==> src/rtl/jtcontra_colmix.sv <==
// ============================================================================
// Module      : jtcontra_colmix
// Description : Two-chip priority colour mixer with CPU-writable 256x16 palette
//               and blanking delay. Optional palette clear on reset:
//               define JTCONTRA_PAL_CLEAR_EN.
// Revision    : 1.0
// ============================================================================
`default_nettype none

module jtcontra_colmix #(
    parameter int PRIO_A    = 1,
    parameter int BLANK_DLY = 2
)(
    input  logic       clk,
    input  logic       rst,
    input  logic       pxl_cen,
    input  logic       LHBL,
    input  logic       LVBL,
    input  logic [6:0] pxl_a,
    input  logic [6:0] pxl_b,
    input  logic [1:0] gfx_en,
    input  logic       cpu_cen,
    input  logic       cs,
    input  logic       cpu_rnw,
    input  logic [8:0] addr,
    input  logic [7:0] cpu_dout,
    output logic [7:0] dout,
    output logic       busy,
    output logic [4:0] red,
    output logic [4:0] green,
    output logic [4:0] blue,
    output logic       LHBL_dly,
    output logic       LVBL_dly
);

    logic [7:0]           r_pal_lo [256];
    logic [7:0]           r_pal_hi [256];
    logic [7:0]           r_vid_lo;
    logic [6:0]           r_vid_hi;
    logic [7:0]           r_dout;
    logic [7:0]           r_idx;
    logic [BLANK_DLY-1:0] r_hbl;
    logic [BLANK_DLY-1:0] r_vbl;
    logic [14:0]          r_rgb;

    logic       w_a_opq, w_b_opq, w_cpu_we, w_show;
    logic       w_we_lo, w_we_hi;
    logic [7:0] w_wa, w_wd, w_idx;
    logic [14:0] w_pal, w_col;

    assign w_cpu_we = cs & ~cpu_rnw & cpu_cen & ~busy;

`ifdef JTCONTRA_PAL_CLEAR_EN
    localparam logic [1:0] S_IDLE  = 2'd0;
    localparam logic [1:0] S_CLEAR = 2'd1;
    localparam logic [1:0] S_DONE  = 2'd2;

    logic [1:0] r_state, w_state_nxt;
    logic [8:0] r_clr_cnt;
    logic       w_clr_we;

    always_ff @(posedge clk or posedge rst) begin
        if (rst) begin
            r_state   <= S_IDLE;
            r_clr_cnt <= 9'd0;
        end else begin
            r_state <= w_state_nxt;
            if (r_state == S_CLEAR) r_clr_cnt <= r_clr_cnt + 9'd1;
        end
    end

    always_comb begin
        w_state_nxt = r_state;
        case (r_state)
            S_IDLE:  w_state_nxt = S_CLEAR;
            S_CLEAR: if (&r_clr_cnt) w_state_nxt = S_DONE;
            default: w_state_nxt = S_DONE;
        endcase
    end

    always_comb begin
        busy     = (r_state != S_DONE);
        w_clr_we = (r_state == S_CLEAR);
    end

    // Clearing owns the CPU port: one byte per clk, low then high of each entry
    assign w_wa    = w_clr_we ? r_clr_cnt[8:1] : addr[8:1];
    assign w_wd    = w_clr_we ? 8'd0 : cpu_dout;
    assign w_we_lo = w_clr_we ? ~r_clr_cnt[0] : (w_cpu_we & ~addr[0]);
    assign w_we_hi = w_clr_we ?  r_clr_cnt[0] : (w_cpu_we &  addr[0]);
`else
    assign busy    = 1'b0;
    assign w_wa    = addr[8:1];
    assign w_wd    = cpu_dout;
    assign w_we_lo = w_cpu_we & ~addr[0];
    assign w_we_hi = w_cpu_we &  addr[0];
`endif

    // CPU port: write plus read-first readback
    always_ff @(posedge clk) begin
        if (w_we_lo) r_pal_lo[w_wa] <= w_wd;
        if (w_we_hi) r_pal_hi[w_wa] <= w_wd;
    end

    always_ff @(posedge clk or posedge rst) begin
        if (rst)       r_dout <= 8'd0;
        else if (busy) r_dout <= 8'd0;
        else           r_dout <= addr[0] ? r_pal_hi[addr[8:1]] : r_pal_lo[addr[8:1]];
    end
    assign dout = r_dout;

    // Video port forwards a same-edge CPU write so the next latch shows it.
    // pxl_cen must be at least two clk apart for this read to settle.
    always_ff @(posedge clk) begin
        r_vid_lo <= (w_we_lo && w_wa == r_idx) ? w_wd      : r_pal_lo[r_idx];
        r_vid_hi <= (w_we_hi && w_wa == r_idx) ? w_wd[6:0] : r_pal_hi[r_idx][6:0];
    end
    assign w_pal = {r_vid_hi, r_vid_lo};

    assign w_a_opq = (|pxl_a[3:0]) & gfx_en[0];
    assign w_b_opq = (|pxl_b[3:0]) & gfx_en[1];

    generate
        if (PRIO_A != 0) begin : g_prio_a
            assign w_idx = w_a_opq ? {1'b0, pxl_a} : w_b_opq ? {1'b1, pxl_b} : 8'd0;
        end else begin : g_prio_b
            assign w_idx = w_b_opq ? {1'b1, pxl_b} : w_a_opq ? {1'b0, pxl_a} : 8'd0;
        end
    endgenerate

    always_ff @(posedge clk or posedge rst) begin
        if (rst) begin
            r_idx <= 8'd0;
            r_hbl <= '0;
            r_vbl <= '0;
        end else if (pxl_cen) begin
            r_idx <= w_idx;
            r_hbl <= {r_hbl[BLANK_DLY-2:0], LHBL};
            r_vbl <= {r_vbl[BLANK_DLY-2:0], LVBL};
        end
    end

    // Deeper blanking delays add matching colour stages ahead of the output
    generate
        if (BLANK_DLY > 2) begin : g_col_dly
            logic [14:0] r_col [BLANK_DLY-2];
            always_ff @(posedge clk or posedge rst) begin
                if (rst) begin
                    for (int k = 0; k < BLANK_DLY-2; k++) r_col[k] <= 15'd0;
                end else if (pxl_cen) begin
                    r_col[0] <= w_pal;
                    for (int k = 1; k < BLANK_DLY-2; k++) r_col[k] <= r_col[k-1];
                end
            end
            assign w_col = r_col[BLANK_DLY-3];
        end else begin : g_col_direct
            assign w_col = w_pal;
        end
    endgenerate

    assign w_show = r_hbl[BLANK_DLY-2] & r_vbl[BLANK_DLY-2] & ~busy;

    always_ff @(posedge clk or posedge rst) begin
        if (rst)          r_rgb <= 15'd0;
        else if (pxl_cen) r_rgb <= w_show ? w_col : 15'd0;
    end

    assign red      = r_rgb[4:0];
    assign green    = r_rgb[9:5];
    assign blue     = r_rgb[14:10];
    assign LHBL_dly = r_hbl[BLANK_DLY-1];
    assign LVBL_dly = r_vbl[BLANK_DLY-1];

endmodule

`default_nettype wire

==> config.mk <==
export PLATFORM = sky130hd
export DESIGN_NAME = jtcontra_colmix
export DESIGN_NICKNAME = d
export VERILOG_FILES = /design/src/rtl/jtcontra_colmix.sv
export SDC_FILE = /design/constraint.sdc
export NUM_CORES = 2
export LEC_CHECK = 0
export CORE_MARGIN = 2
export CORE_UTILIZATION = 45
export CTS_CLUSTER_SIZE = 30
export DETAILED_ROUTE_END_ITERATION = 6
export PLACE_DENSITY = 0.68
export SLEW_MARGIN = 20
export SYNTH_ARGS = -nofsm -noshare
export SYNTH_HDL_FRONTEND = slang
export SYNTH_SLANG_ARGS = --single-unit
==> constraint.sdc <==
create_clock -name clk -period 3.4 [get_ports clk]
set_clock_uncertainty 0.15 [all_clocks]
set_input_delay 0.68 -clock clk [delete_from_list [all_inputs] [get_ports clk]]
set_output_delay 0.68 -clock clk [all_outputs]
set_load 0.1 [all_outputs]
==> impl_summary.log <==
[metrics] worst hold margin: 0.0967 ns
[metrics] Achievable Freq: 272 MHz
[metrics] violations in the final reports: negative setup slack
[metrics] maximum VDD drop: 0.000475 V
[metrics] count of standard-cell rows: 239
[metrics] global-route usage over all layers: 31.9%
[metrics] count of nets after finishing: 11300
[metrics] number of sinks handled by clock tree synthesis: 4146
[metrics] Clock Tree Buf Depth: 4
[metrics] total congestion overflow after global routing: 0
[metrics] critical register-to-register path endpoint: r_vid_hi[0]$_DFF_P_
[metrics] register clock-pin slew on the reported worst setup and hold paths: 0.06 ns
[metrics] share of the clock period used by the worst path after layout: 108%
[metrics] mean area per synthesized cell: 20.4 um2
[metrics] setup repair after global routing missed its margin: true
[metrics] ratio of cells with drive above 1 in the final layout: 46.9%
[metrics] global-route wire length before repair: 946000 um
[metrics] Placed Instance Area: 218000 um2
[metrics] slowest stage delay, CP: 0.61 ns
[metrics] Initial Utilization: 45.1%
[metrics] Hold Crit Endpoint: r_pal_lo[41][5]$_DFFE_PP_
[metrics] maximum level of the CTS H-tree: 5
[metrics] endpoint kind of the worst setup timing path: flop
[metrics] slack of the worst reg-to-reg path: -0.28 ns
[metrics] Tightest Pin Transition: 1.29 ns
[metrics] PortBufs: 65
[metrics] DR WL met3: 89200 um
[metrics] Area contributors post-synth: edfxtp_1, mux4_2, mux2i_1, nor2_1, buf_2
[metrics] post-detailed-route DRC marker count: 0
[metrics] final design area excluding fillers: 235000 um2
[metrics] crit-path cells: buf_12 > buf_12 > buf_16 > buf_12 > mux4_2 > mux4_2 > mux4_2 > mux2_4 > nand2_2 > nand4_1 > o21a_1
[metrics] Routed WL: 693000 um
[metrics] Async S/R FF share, synth: 0.844%
[metrics] library cell with the highest instance count after synthesis: edfxtp_1
[metrics] ratio of routed vias to standard cells: 6.88
[metrics] power density normalized to cell area: 515 nW/um2
[metrics] Main synth FF type: edfxtp_1
[metrics] average wire per standard cell: 40.0 um
[metrics] number of max-cap violations: 0
[metrics] max-slew violation count: 0
[metrics] Placeable Area: 423000 um2
[metrics] TritonCTS clock tree: done
[metrics] element type at the critical path start: flop
[metrics] number of buffer and inverter stages on the critical path: 4
[metrics] gate count of the mapped netlist: 9343
[metrics] router iterations before antenna repair: 6
[metrics] Post-synth EDFFs: 4096
[metrics] Worst R2R Path Depth: 11
[metrics] data arrival at the endpoint of the critical path: 4.42 ns
[metrics] Post-Syn Area: 191000 um2
[metrics] number of buffers inserted during clock tree synthesis: 424
[metrics] vias in the first global route: 116000
[metrics] initial drt markers: 20000
[metrics] run status: complete, but fails checks
[metrics] cell type contributing the most total cell area after synthesis: edfxtp_1
[metrics] number of hold violations in the final report: 0
[metrics] die outline area: 429000 um2
[metrics] insertion delay to the later sink of the worst-skew pair: 1.05 ns
[metrics] startpoint of the most critical hold path: cpu_dout[5]
[metrics] Hold Crit Class: input pin to flop
[metrics] die outline height: 655 um
[metrics] ports placed on the boundary: 67
[metrics] distinct cell type count after synthesis: 69
[metrics] uppermost signal routing layer after detailed routing: met5
[metrics] Final HPWL DP: 487000 um
[metrics] Crit Reg-Reg Startpoint: r_idx[0]$_DFFE_PP0P_
[metrics] worst-path cell with the longest stage delay: mux4_2
[metrics] number of storage elements in the synthesis netlist: 4146
[metrics] met2 WL post-DR: 317000 um
[metrics] Worst Slack Setup Final: -0.279 ns
[metrics] leakage dissipation: 76.1 nW
[metrics] clock root cell: clkbuf_16
[metrics] required time at the worst-slack endpoint: 4.14 ns
[metrics] global placer's final weighted congestion: 1.01
[metrics] commonest cells in the synthesized netlist: edfxtp_1, mux4_2, nor2_1
[metrics] total number of yosys warnings: 0
[metrics] worst slew margin relative to its limit: 13.4%
[metrics] crit path time final: 3.68 ns
[metrics] largest net degree at the start of global routing: 129
[metrics] Worst Hold Depth: 1
[metrics] die extent in x: 655 um
[metrics] kind of critical path: flop to flop
[metrics] routed length on met1: 238000 um
[metrics] final setup violation count: 10
[metrics] count of nets left with antenna violations after detail routing: 0
[metrics] maximum net fanout on the critical path: 6
[metrics] Area growth syn-to-layout: 23.2%
[metrics] area share of the largest cell type after synthesis: 64.5%
[metrics] register area share after synthesis: 65.1%
[metrics] Synthesized Nets: 9384
[metrics] Top Family by Delay on Critical Path: multiplexers
[metrics] vias: 119000
[metrics] final core area utilization: 55.6%
[metrics] Design Power: 0.121 W
[metrics] antenna violations before repair: 43
[metrics] Setup TNS Final: -1.70 ns
## power by group
part / switching [W] / internal (W)
Clock: 0.0205 / 0.0274
Combinational: 0.00934 / 0.00716
Sequential: 0.000283 / 0.0562
## final cells by class
cell class	instances	area (um2)
Multi-Input combinational cell	4433	64900
Clock inverter	283	2980
Fill cell	31400	188000
Clock buffer	501	11100
Inverter	9	48.8
Antenna cell	25	62.6
Sequential cell	4146	124000
Tap cell	5663	7090
Timing Repair Buffer	2250	24600
## cell usage in the layout (no fill, tap or decap), types with 25 or more instances in the layout
cell	instances
a211oi_1	35
a21oi_1	93
a22o_1	31
a22oi_1	87
buf_12	526
buf_16	26
buf_4	1612
bufinv_16	54
clkbuf_1	66
clkbuf_16	439
clkinv_1	95
clkinv_2	87
dfrtp_1	29
diode_2	25
edfxtp_1	4096
mux2_2	27
mux2i_1	477
mux4_2	2123
nand2_1	201
nand2b_1	25
nand3_1	60
nor2_1	255
nor2_2	229
nor2_4	87
nor3_1	36
o211ai_1	27
o21ai_0	29
o221ai_1	81
o22ai_1	139
## logic make-up (layout without fill, tap and decap cells)
| logic type | count (synthesis) | after routing | share of synthesized area [%] |
|---|---|---|---|
| muxes | 2640 | 2640 | 27.8 |
| DFF | 4146 | 4146 | 65.1 |
| AOI/OAI and AO/OA | 683 | 683 | 2.57 |
| xor gates and xnor gates | 8 | 8 | 0.0368 |
| other | 1 | 26 | 0.00197 |
| buffers and inverters | 764 | 3043 | 1.88 |
| and+or+nand+nor | 1101 | 1101 | 2.56 |
## metrics by stage
stage / instances / setup WS (ns)
after floorplan: 9343 / -0.0824
after global placement: 16400 / -1.37
after detailed placement: 16400 / -1.39
after CTS: 17200 / -0.182
after global routing: 17300 / -0.275
final: 17300 / -0.279
## how the worst max path moves through the flow
stage,slack [ns],start,depth (start not counted),end
after floorplan,-0.08,addr[6],8,r_pal_hi[118][0]$_DFFE_PP_
final,-0.28,r_idx[0]$_DFFE_PP0P_,11,r_vid_hi[0]$_DFF_P_
after global routing,-0.28,r_idx[0]$_DFFE_PP0P_,11,r_vid_hi[0]$_DFF_P_
after CTS,-0.18,r_idx[0]$_DFFE_PP0P_,10,r_vid_hi[1]$_DFF_P_
after global placement,-1.37,addr[1],13,dout[6]$_DFF_PP0_
after detailed placement,-1.39,addr[1],13,dout[6]$_DFF_PP0_
## metal layers
metal,GRT usage [%],vias to the layer above
li1,-,44700
met2,48.9,9502
met4,18.1,22
met5,0,-
met1,41.2,63100
met3,8.77,1779
## what timing repair did
item                                   in CTS  in global routing
pin swaps                                   3                 14
gates cloned                               11                  9
setup endpoints to repair                  19                 20
endpoints found under the hold margin     104                  0
buffers inserted                           33                 66
hold buffers                                4                  0
resized for setup                          93                 92
## state kept, by name, summed over array words and instances, names as in the netlist, named ones only
name	count
r_hbl	2
r_idx	8
dout	8
r_pal_lo	2048
r_vid_hi	7
r_vbl	2
r_pal_hi	2048
r_rgb	15
(Power assumes the default switching activity.)
